$ cat src/rtl/isi_channel_scheduler.sv
// Round-robin burst scheduler sharing one ISI channel; issue 1 cycle after accept, return 1 cycle after channel out.
// Backpressure: lane_ready drops while the in-flight tag FIFO is full; flush symbols separate bursts.
`timescale 1ns/1ps
module isi_channel_scheduler #(
  parameter int NUM_LANES             = 4,
  parameter int SIGNAL_RESOLUTION     = 8,
  parameter int PULSE_RESPONSE_LENGTH = 3,
  parameter int BURST_LEN             = 16,
  parameter int TAG_DEPTH             = 8,
  parameter logic [SIGNAL_RESOLUTION-1:0] FLUSH_VALUE = '0
) (
  input  logic                                 clk,
  input  logic                                 rst,
  input  logic [NUM_LANES-1:0]                 lane_valid,
  input  logic [NUM_LANES*SIGNAL_RESOLUTION-1:0] lane_data,
  output logic [NUM_LANES-1:0]                 lane_ready,
  output logic [SIGNAL_RESOLUTION-1:0]         ch_signal_in,
  output logic                                 ch_signal_in_valid,
  input  logic [SIGNAL_RESOLUTION-1:0]         ch_signal_out,
  input  logic                                 ch_signal_out_valid,
  output logic [SIGNAL_RESOLUTION-1:0]         out_data,
  output logic                                 out_valid,
  output logic [$clog2(NUM_LANES)-1:0]         out_lane,
  output logic                                 busy,
  output logic                                 tag_err
);
  localparam int LW = $clog2(NUM_LANES);
  localparam int AW = $clog2(TAG_DEPTH);
  localparam int BW = $clog2(BURST_LEN + 1);
  localparam int FW = $clog2(PULSE_RESPONSE_LENGTH);

  typedef enum logic [1:0] {IDLE, BURST, FLUSH} state_t;
  typedef struct packed {
    logic          flush;
    logic [LW-1:0] lane;
  } tag_t;

  state_t                       state, state_nxt;
  logic [LW-1:0]                grant, last_grant, pick, idx;
  logic                         pick_found;
  logic [BW-1:0]                burst_cnt;
  logic [FW-1:0]                flush_cnt;
  logic [AW:0]                  count;
  logic [AW-1:0]                wr_ptr, rd_ptr;
  tag_t                         tag_mem [TAG_DEPTH];
  tag_t                         tag_head;
  logic [SIGNAL_RESOLUTION-1:0] lane_sym [NUM_LANES];
  logic                         fifo_full, fifo_empty, accept, flush_issue, push, pop;
  logic                         last_burst, last_flush;

  for (genvar g = 0; g < NUM_LANES; g++) begin : g_unpack
    assign lane_sym[g] = lane_data[g*SIGNAL_RESOLUTION +: SIGNAL_RESOLUTION];
  end

  assign fifo_full  = (count == (AW+1)'(TAG_DEPTH));
  assign fifo_empty = (count == '0);
  assign last_burst = (burst_cnt == BW'(BURST_LEN - 1));
  assign last_flush = (flush_cnt == FW'(PULSE_RESPONSE_LENGTH - 2));
  assign push       = accept | flush_issue;
  assign pop        = ch_signal_out_valid & ~fifo_empty;
  assign tag_head   = tag_mem[rd_ptr];
  assign busy       = (state != IDLE) | ~fifo_empty;

  // First valid lane strictly after last_grant, wrapping.
  always_comb begin
    pick       = last_grant;
    idx        = '0;
    pick_found = 1'b0;
    for (int k = 1; k <= NUM_LANES; k++) begin
      idx = LW'((int'(last_grant) + k) % NUM_LANES);
      if (!pick_found && lane_valid[idx]) begin
        pick       = idx;
        pick_found = 1'b1;
      end
    end
  end

  always_ff @(posedge clk or posedge rst) begin
    if (rst) state <= IDLE;
    else     state <= state_nxt;
  end

  always_comb begin
    state_nxt = state;
    case (state)
      IDLE:    if (|lane_valid) state_nxt = BURST;
      BURST:   if (!fifo_full && (!lane_valid[grant] || last_burst)) state_nxt = FLUSH;
      FLUSH:   if (!fifo_full && last_flush) state_nxt = IDLE;
      default: state_nxt = IDLE;
    endcase
  end

  always_comb begin
    lane_ready  = '0;
    accept      = 1'b0;
    flush_issue = 1'b0;
    case (state)
      BURST: begin
        lane_ready[grant] = ~fifo_full;
        accept            = lane_valid[grant] & ~fifo_full;
      end
      FLUSH:   flush_issue = ~fifo_full;
      default: ;
    endcase
  end

  always_ff @(posedge clk or posedge rst) begin
    if (rst) begin
      grant              <= '0;
      last_grant         <= LW'(NUM_LANES - 1);
      burst_cnt          <= '0;
      flush_cnt          <= '0;
      ch_signal_in       <= '0;
      ch_signal_in_valid <= 1'b0;
    end else begin
      if (state == IDLE && |lane_valid) begin
        grant      <= pick;
        last_grant <= pick;
      end
      if (state == IDLE) burst_cnt <= '0;
      else if (accept)   burst_cnt <= burst_cnt + 1'b1;
      if (state != FLUSH)   flush_cnt <= '0;
      else if (flush_issue) flush_cnt <= flush_cnt + 1'b1;
      ch_signal_in_valid <= push;
      if (accept)           ch_signal_in <= lane_sym[grant];
      else if (flush_issue) ch_signal_in <= FLUSH_VALUE;
    end
  end

  // Tag FIFO: one entry per issued symbol, retired by each channel output.
  always_ff @(posedge clk or posedge rst) begin
    if (rst) begin
      count  <= '0;
      wr_ptr <= '0;
      rd_ptr <= '0;
    end else begin
      if (push) wr_ptr <= wr_ptr + 1'b1;
      if (pop)  rd_ptr <= rd_ptr + 1'b1;
      if (push && !pop)      count <= count + 1'b1;
      else if (!push && pop) count <= count - 1'b1;
    end
  end

  always_ff @(posedge clk) begin
    if (push) tag_mem[wr_ptr] <= tag_t'{flush: flush_issue, lane: grant};
  end

  always_ff @(posedge clk or posedge rst) begin
    if (rst) begin
      out_data  <= '0;
      out_lane  <= '0;
      out_valid <= 1'b0;
      tag_err   <= 1'b0;
    end else begin
      out_valid <= pop & ~tag_head.flush;
      if (pop) begin
        out_data <= ch_signal_out;
        out_lane <= tag_head.lane;
      end
      if (ch_signal_out_valid && fifo_empty) tag_err <= 1'b1;
    end
  end
endmodule

$ cat config.mk
export PLATFORM = sky130hd
export DESIGN_NAME = isi_channel_scheduler
export DESIGN_NICKNAME = d
export VERILOG_FILES = /design/src/rtl/isi_channel_scheduler.sv
export SDC_FILE = /design/constraint.sdc
export NUM_CORES = 1
export LEC_CHECK = 0
export BUFFER_PORTS_ARGS = -buffer_cell sky130_fd_sc_hd__buf_4
export CAP_MARGIN = 0
export CORE_UTILIZATION = 50
export DETAILED_ROUTE_END_ITERATION = 12
export GPL_ROUTABILITY_DRIVEN = 0
export PLACE_DENSITY_LB_ADDON = 0.3
export SLEW_MARGIN = 10
export SYNTH_ARGS = -nofsm -noshare
export SYNTH_HDL_FRONTEND = slang
export SYNTH_SLANG_ARGS = --single-unit
$ cat constraint.sdc
create_clock -name clk -period 4 [get_ports clk]
set_input_delay 0.8 -clock clk [delete_from_list [all_inputs] [get_ports clk]]
set_output_delay 0.8 -clock clk [all_outputs]
set_load 0.02 [all_outputs]
[Word level (Yosys, flattened, before mapping)]
Memory sizes are Yosys's and may differ from the RTL's.
Cells that the tools add are included.
Operators by class
  add/sub/neg operators: 10
  multiply operators: 0
  divide/modulo/power cells: 0
  $lt $le $gt $ge: 7
  eq/ne operators: 9
  shifts and indexed selects: 0
  muxes and demuxes: 39
  bitwise gates (word level): 10
  reduce and logical (&&, ||, !) cells: 27
Operators by type and width (number)
  $mux 8: 4
  $mux 2: 9
  $bmux 8 s2: 1
  $lt 2x3->1 const B: 5
  $mux 1: 13
  $mux 4: 3
  $bmux 1 s2: 5
  $logic_and 1x1->1: 10
  $mux 5: 2
  $reduce_bool 2->1: 5
  $ne 2x2->1 const B: 4
  $logic_not 1->1: 7
  $add 2x1->2 const B: 3
  $add 3x1->3 const B: 2
  $pmux 2 s3: 1
  $add 5x1->5 const B: 1
  $eq 5x4->1 const B: 1
  $add 2x2->2 const B: 2
  $add 4x1->4 const B: 1
  $and 4x4->4: 1
  $eq 2x1->1 const B: 2
  $eq 4x4->1 const B: 1
  $logic_not 4->1: 1
  $reduce_or 4->1: 1
  12 further kinds: 17
Word-level totals
  register bits after elaboration: 44
  bits in latches: 0
  memory bits (writable): 24
  bits in read-only memories: 0
  input port bits: 47
  output and inout port bits: 26
  memories: 1
Memory list
  tag_mem: depth 8, bits a word 3, read ports 1, clocked after Yosys merged registers in 0, write ports 1, line 45  | tag_t tag_mem [TAG_DEPTH];

[Depth between registers and ports, before layout]
  depth after elaboration: 13
  mapped depth: 13

[Worst setup path before layout]
Ideal clock, no wire load.
  path kind: input port to flip-flop
  start point: input lane_valid[3]
  end point: register count[3]
  setup time: 0.126 ns
  arrival: 3.098 ns
  required time: 3.874 ns
  setup slack: 0.776 ns
  cell stages on the path: 13
  buffers on the path: 2
  path through: buf_2 > mux2i_1 > o221ai_2 > nand2_2 > buf_6 > inv_1 > ha_1 > inv_1 > ha_1 > a21o_1 > a2111oi_0 > a31oi_1 > a221o_1
On the way
  longest elaborated chain between the ends: 8
RTL lines
  from (decl): line 14  | input logic [NUM_LANES-1:0] lane_valid,
  $bmux 1 s2 (*): line 100  | accept = lane_valid[grant] & ~fifo_full;
  $mux 1 (implied by the code) (*): line 100
  $and 1x1->1 (*): line 100
  $mux 1 (*): line 97  | case (state)
  $or 1x1->1 (*): line 59  | assign push = accept | flush_issue;
  via push: line 48  | logic fifo_full, fifo_empty, accept, flush_issue, push, pop;
  $logic_not 1->1: line 140  | else if (!push && pop) count <= count - 1'b1;
  $logic_and 1x1->1: line 140
  $reduce_bool 2->1 (no source line)
  to (signal assigned): line 139  | if (push && !pop) count <= count + 1'b1;
  to (signal assigned): line 140
  to (decl): line 43  | logic [AW:0] count;
The timed path passes the listed nets; every way through them passes the cells marked *. The select of a mux whose other input is x is not followed.
A chain may end at the register's enable or synchronous reset.

[Final worst setup path]
  start point: register count[0]
  end point: register count[3]
On the way
  longest elaborated chain between the ends: 8
RTL lines
  $eq 4x4->1 (*): line 55  | assign fifo_full = (count == (AW+1)'(TAG_DEPTH));
  $not 1->1 (*): line 100, 102
  $and 1x1->1: line 100
  $mux 1: line 97
  $or 1x1->1 (*): line 59
  via push: line 48
  $logic_not 1->1: line 140
  $logic_and 1x1->1: line 140
  $reduce_bool 2->1 (no source line)
Marks and branches as above.

==> results by group <==
Logic synthesis
  • Sequential-to-total area share from yosys stat: between 50% and 60%
  • Post-synthesis mux area share: 14.6%
  • Ranking of synthesized cells by area: dfrtp_1 (31%), edfxtp_1 (21%), mux4_2 (10%), mux2_2 (3.3%), ha_1 (3.0%)
  • Post-Synth Adder-Cell Area: roughly 3.6%
  • Dominant synthesized flop cell: dfrtp_1
  • Synthesis warning total: 0
  • Synthesized instance count: 257
  • Main combinational cell family by area after synthesis: multiplexers
  • Synth top area share: between 30% and 40%
  • Simple-gate share of the synthesized area: 11.3%
  • Xor-xnor portion of the synthesized cell area: 1.82%
  • Complex-gate fraction of the synthesized area: 10.3%
  • Post-synth EDFFs: 24
  • FF+latch count, synth: between 60 and 70
  • Post-Synthesis Net Count: 313
  • Post-synth top area cell: dfrtp_1
  • Syn avg cell area: 13.1 µm²
  • Asr flop ratio synth: approximately two thirds
  • Library cells used by synthesis: 55
  • Mapped cell area: approximately 3400 µm²

Pwr
  • Pwr/cell area: just under 800 nW/µm²
  • Max IR drop VDD: roughly 0.41 mV
  • Cell leakage power: between 1.5 and 2 nW

Worst hold path
  • Hold path startpoint: tag_err
  • Worst min path class: register to register
  • WHS Endpoint: tag_err
  • WHS Path Cells: 1

Setup path
  • Bufs and invs on worst path: 2
  • Data arrival time of the critical path: roughly 3.7 ns
  • Delay of the slowest critical-path stage: between 0.5 and 0.6 ns
  • CP Launch Type: register
  • Kind of critical path: register to register
  • Crit-path cells: nor4b_1 -> a21oi_1 -> nand2_2 -> inv_1 -> ha_1 -> inv_1 -> ha_1 -> a21o_1 -> a2111oi_0 -> a31oi_1 -> a221o_1
  • Critical Path Sink Type: register
  • Reg2reg start: count[0]
  • RR Endpoint: count[3]
  • Delay-heaviest family, CP: compound AO/OA/AOI/OAI gates
  • Crit-path max FO: 18
  • Worst EP required: 4.22 ns
  • Crit path launch: count[0]
  • Worst r2r path cells: 11
  • Critical path's slowest cell: nor4b_1
  • R2R Setup Slk: ~0.5 ns

Global route
  • Vias in the first global route: ~2400
  • Largest net degree at the start of global routing: 45
  • Tot GR Track Use: a little over a fifth
  • Total grt overflow: 0
  • First-pass GRT wire length: around 11 mm
  • Initial antenna violation count: 0

CTS
  • Hold_buf cts: 0
  • Post-CTS setup buffer count: 0
  • CTS tree: done
  • CTS Buf Count: 9
  • Root Buffer: clkbuf_8
  • Sink Count: between 60 and 70
  • Post_cts resized: 0
  • Clk_lat worst skew: 0.34 ns
  • Clock transition at the registers of the reported paths: approximately 0.080 ns
  • Maximum clock path buffer count: 2
  • Htree depth: 3

Timing
  • Final hold vios: 0
  • Final Cycle Share: 87.5%
  • Max frequency: roughly 290 MHz
  • Worst setup margin: 0.501 ns
  • Slew Limit Fails: 0
  • RSZ-0062 raised after global routing: false
  • Layout Skew: ~0.0075 ns
  • Relative slew slack: a little under two fifths
  • Worst slew pin tran: roughly 0.93 ns
  • Final min period: about 3.5 ns
  • Final setup violation count: 0
  • Accumulated negative setup slack: 0 ns

Placement
  • Detail Placement HPWL: between 4 and 5 mm
  • Cells after DPL: 393
  • Port buffer count: a little over 70
  • Pre-CTS setup slack: 0.511 ns

Floorplan
  • Initial core utilization: between 50% and 60%
  • Die ar.: between 7000 and 8000 µm²
  • Core box area: between 6000 and 7000 µm²
  • Top-Level Pins: between 70 and 80
  • Std cell rows: 29
  • Die Span Y: between 80 and 90 µm
  • Die width: about 84 µm

Route
  • Drt first pass iters: 8
  • Residual DRC count: 5
  • Total number of vias: 2345
  • DR WL/cell: around 17 µm
  • Initial DRC count: 146
  • Post-DRT Antenna Nets: 0
  • DR vias/cell: 5.73
  • Final wirelength: 6.95 mm

Job
  • Max-Cap Viols: 0

Layout
  • Filler cells: roughly 480
  • Final std cells w/o fill: ~410
  • Number of diodes: 0
  • Leading cell type in the layout, fill and taps excluded: buf_4
  • Most frequent cells in the layout: buf_4 (75), dfrtp_1 (42), edfxtp_1 (24), nand2_1 (15), mux4_2 (15)
  • Layout Utilization: between 60% and 70%
  • Share of cells above drive strength 1: a little under two fifths
  • Nets: ~380
  • Area Overhead vs Synth: 24.3%

Status
  • Outcome: complete, but fails checks
  • Failing checks: DRC
power breakdown:
group	switching, mW	internal, mW	leakage [nW]
registers	0.230	0.986	0.761
logic	0.737	0.665	0.886
clock network	0.272	0.418	0.120
layer usage:
| layer | up-vias | wire [µm] | track usage (%) |
|---|---|---|---|
| met5 | - | 0 | 0 |
| met4 | 0 | 46 | 5.80 |
| met3 | 6 | 220 | 6.33 |
| met2 | 48 | 3850 | 37.0 |
| met1 | 1186 | 2830 | 25.7 |
| li1 | 1105 | - | - |
synthesized netlist by cell type (2+ instances only):
| library cell | instances |
|---|---|
| a22o_1 | 8 |
| nand3_1 | 5 |
| a21o_1 | 6 |
| a211oi_1 | 2 |
| nor4b_1 | 5 |
| nand2b_1 | 5 |
| nor3b_1 | 2 |
| clkbuf_1 | 5 |
| o22ai_1 | 2 |
| nor2b_1 | 5 |
| mux2_2 | 10 |
| dfstp_2 | 2 |
| nor3_1 | 6 |
| o21ai_0 | 8 |
| mux2i_1 | 4 |
| xnor2_1 | 6 |
| o211ai_1 | 2 |
| dfrtp_1 | 42 |
| edfxtp_1 | 24 |
| buf_4 | 3 |
| buf_2 | 3 |
| nand2_1 | 15 |
| buf_1 | 2 |
| buf_6 | 2 |
| nor4_1 | 5 |
| nor2_1 | 8 |
| inv_1 | 13 |
| a21oi_1 | 9 |
| ha_1 | 8 |
| mux4_2 | 15 |
layout make-up:
cell class              count  area (µm²)  area share, %
flip-flops and latches     68        1820           43.7
well taps                  77        96.3           2.31
repair buffers             75         563           13.5
clock inverters             7         124           2.96
clock buffers               9         124           2.96
multi-input cells         160        1400           33.5
inverters                  13        48.8           1.17
kinds of logic (layout without fill, tap and decap cells):
group	count (synthesis)	count (layout)
xor+xnor	7	7
mux	29	29
flops	68	68
simple gates	67	67
fa+ha+maj	9	9
compound gates	48	48
buf+inv	29	104
registers in the layout, indices dropped and copies added, names as in the netlist:
register / cells
tag_mem: 24
ch_signal_in: 8
out_data: 8
burst_cnt: 5
count: 4
rd_ptr: 3
wr_ptr: 3
flush_cnt: 2
grant: 2
last_grant: 2
out_lane: 2
state: 2
ch_signal_in_valid: 1
out_valid: 1
tag_err: 1
how the worst max path moves through the flow:
stage                          end  slack, ns  cells after the start
after floorplan           count[3]       0.78                     13
after detailed placement  count[3]       0.51                     12
after global routing      count[3]       0.27                     11
final                     count[3]       0.50                     11
after CTS                 count[3]       0.56                     11
after global placement    count[3]       0.61                     12
through the flow:
step / cell area (µm²) / hold WS, ns / total power [mW]
floorplan: 3360 / 0.480 / 2.24
global placement: 3930 / 0.449 / 2.59
detailed placement: 3930 / 0.459 / 2.63
CTS: 4180 / 0.477 / 3.34
global route: 4180 / 0.509 / 3.53
finish: 4180 / 0.469 / 3.31
Note: power is estimated with default switching activity, not from simulation.
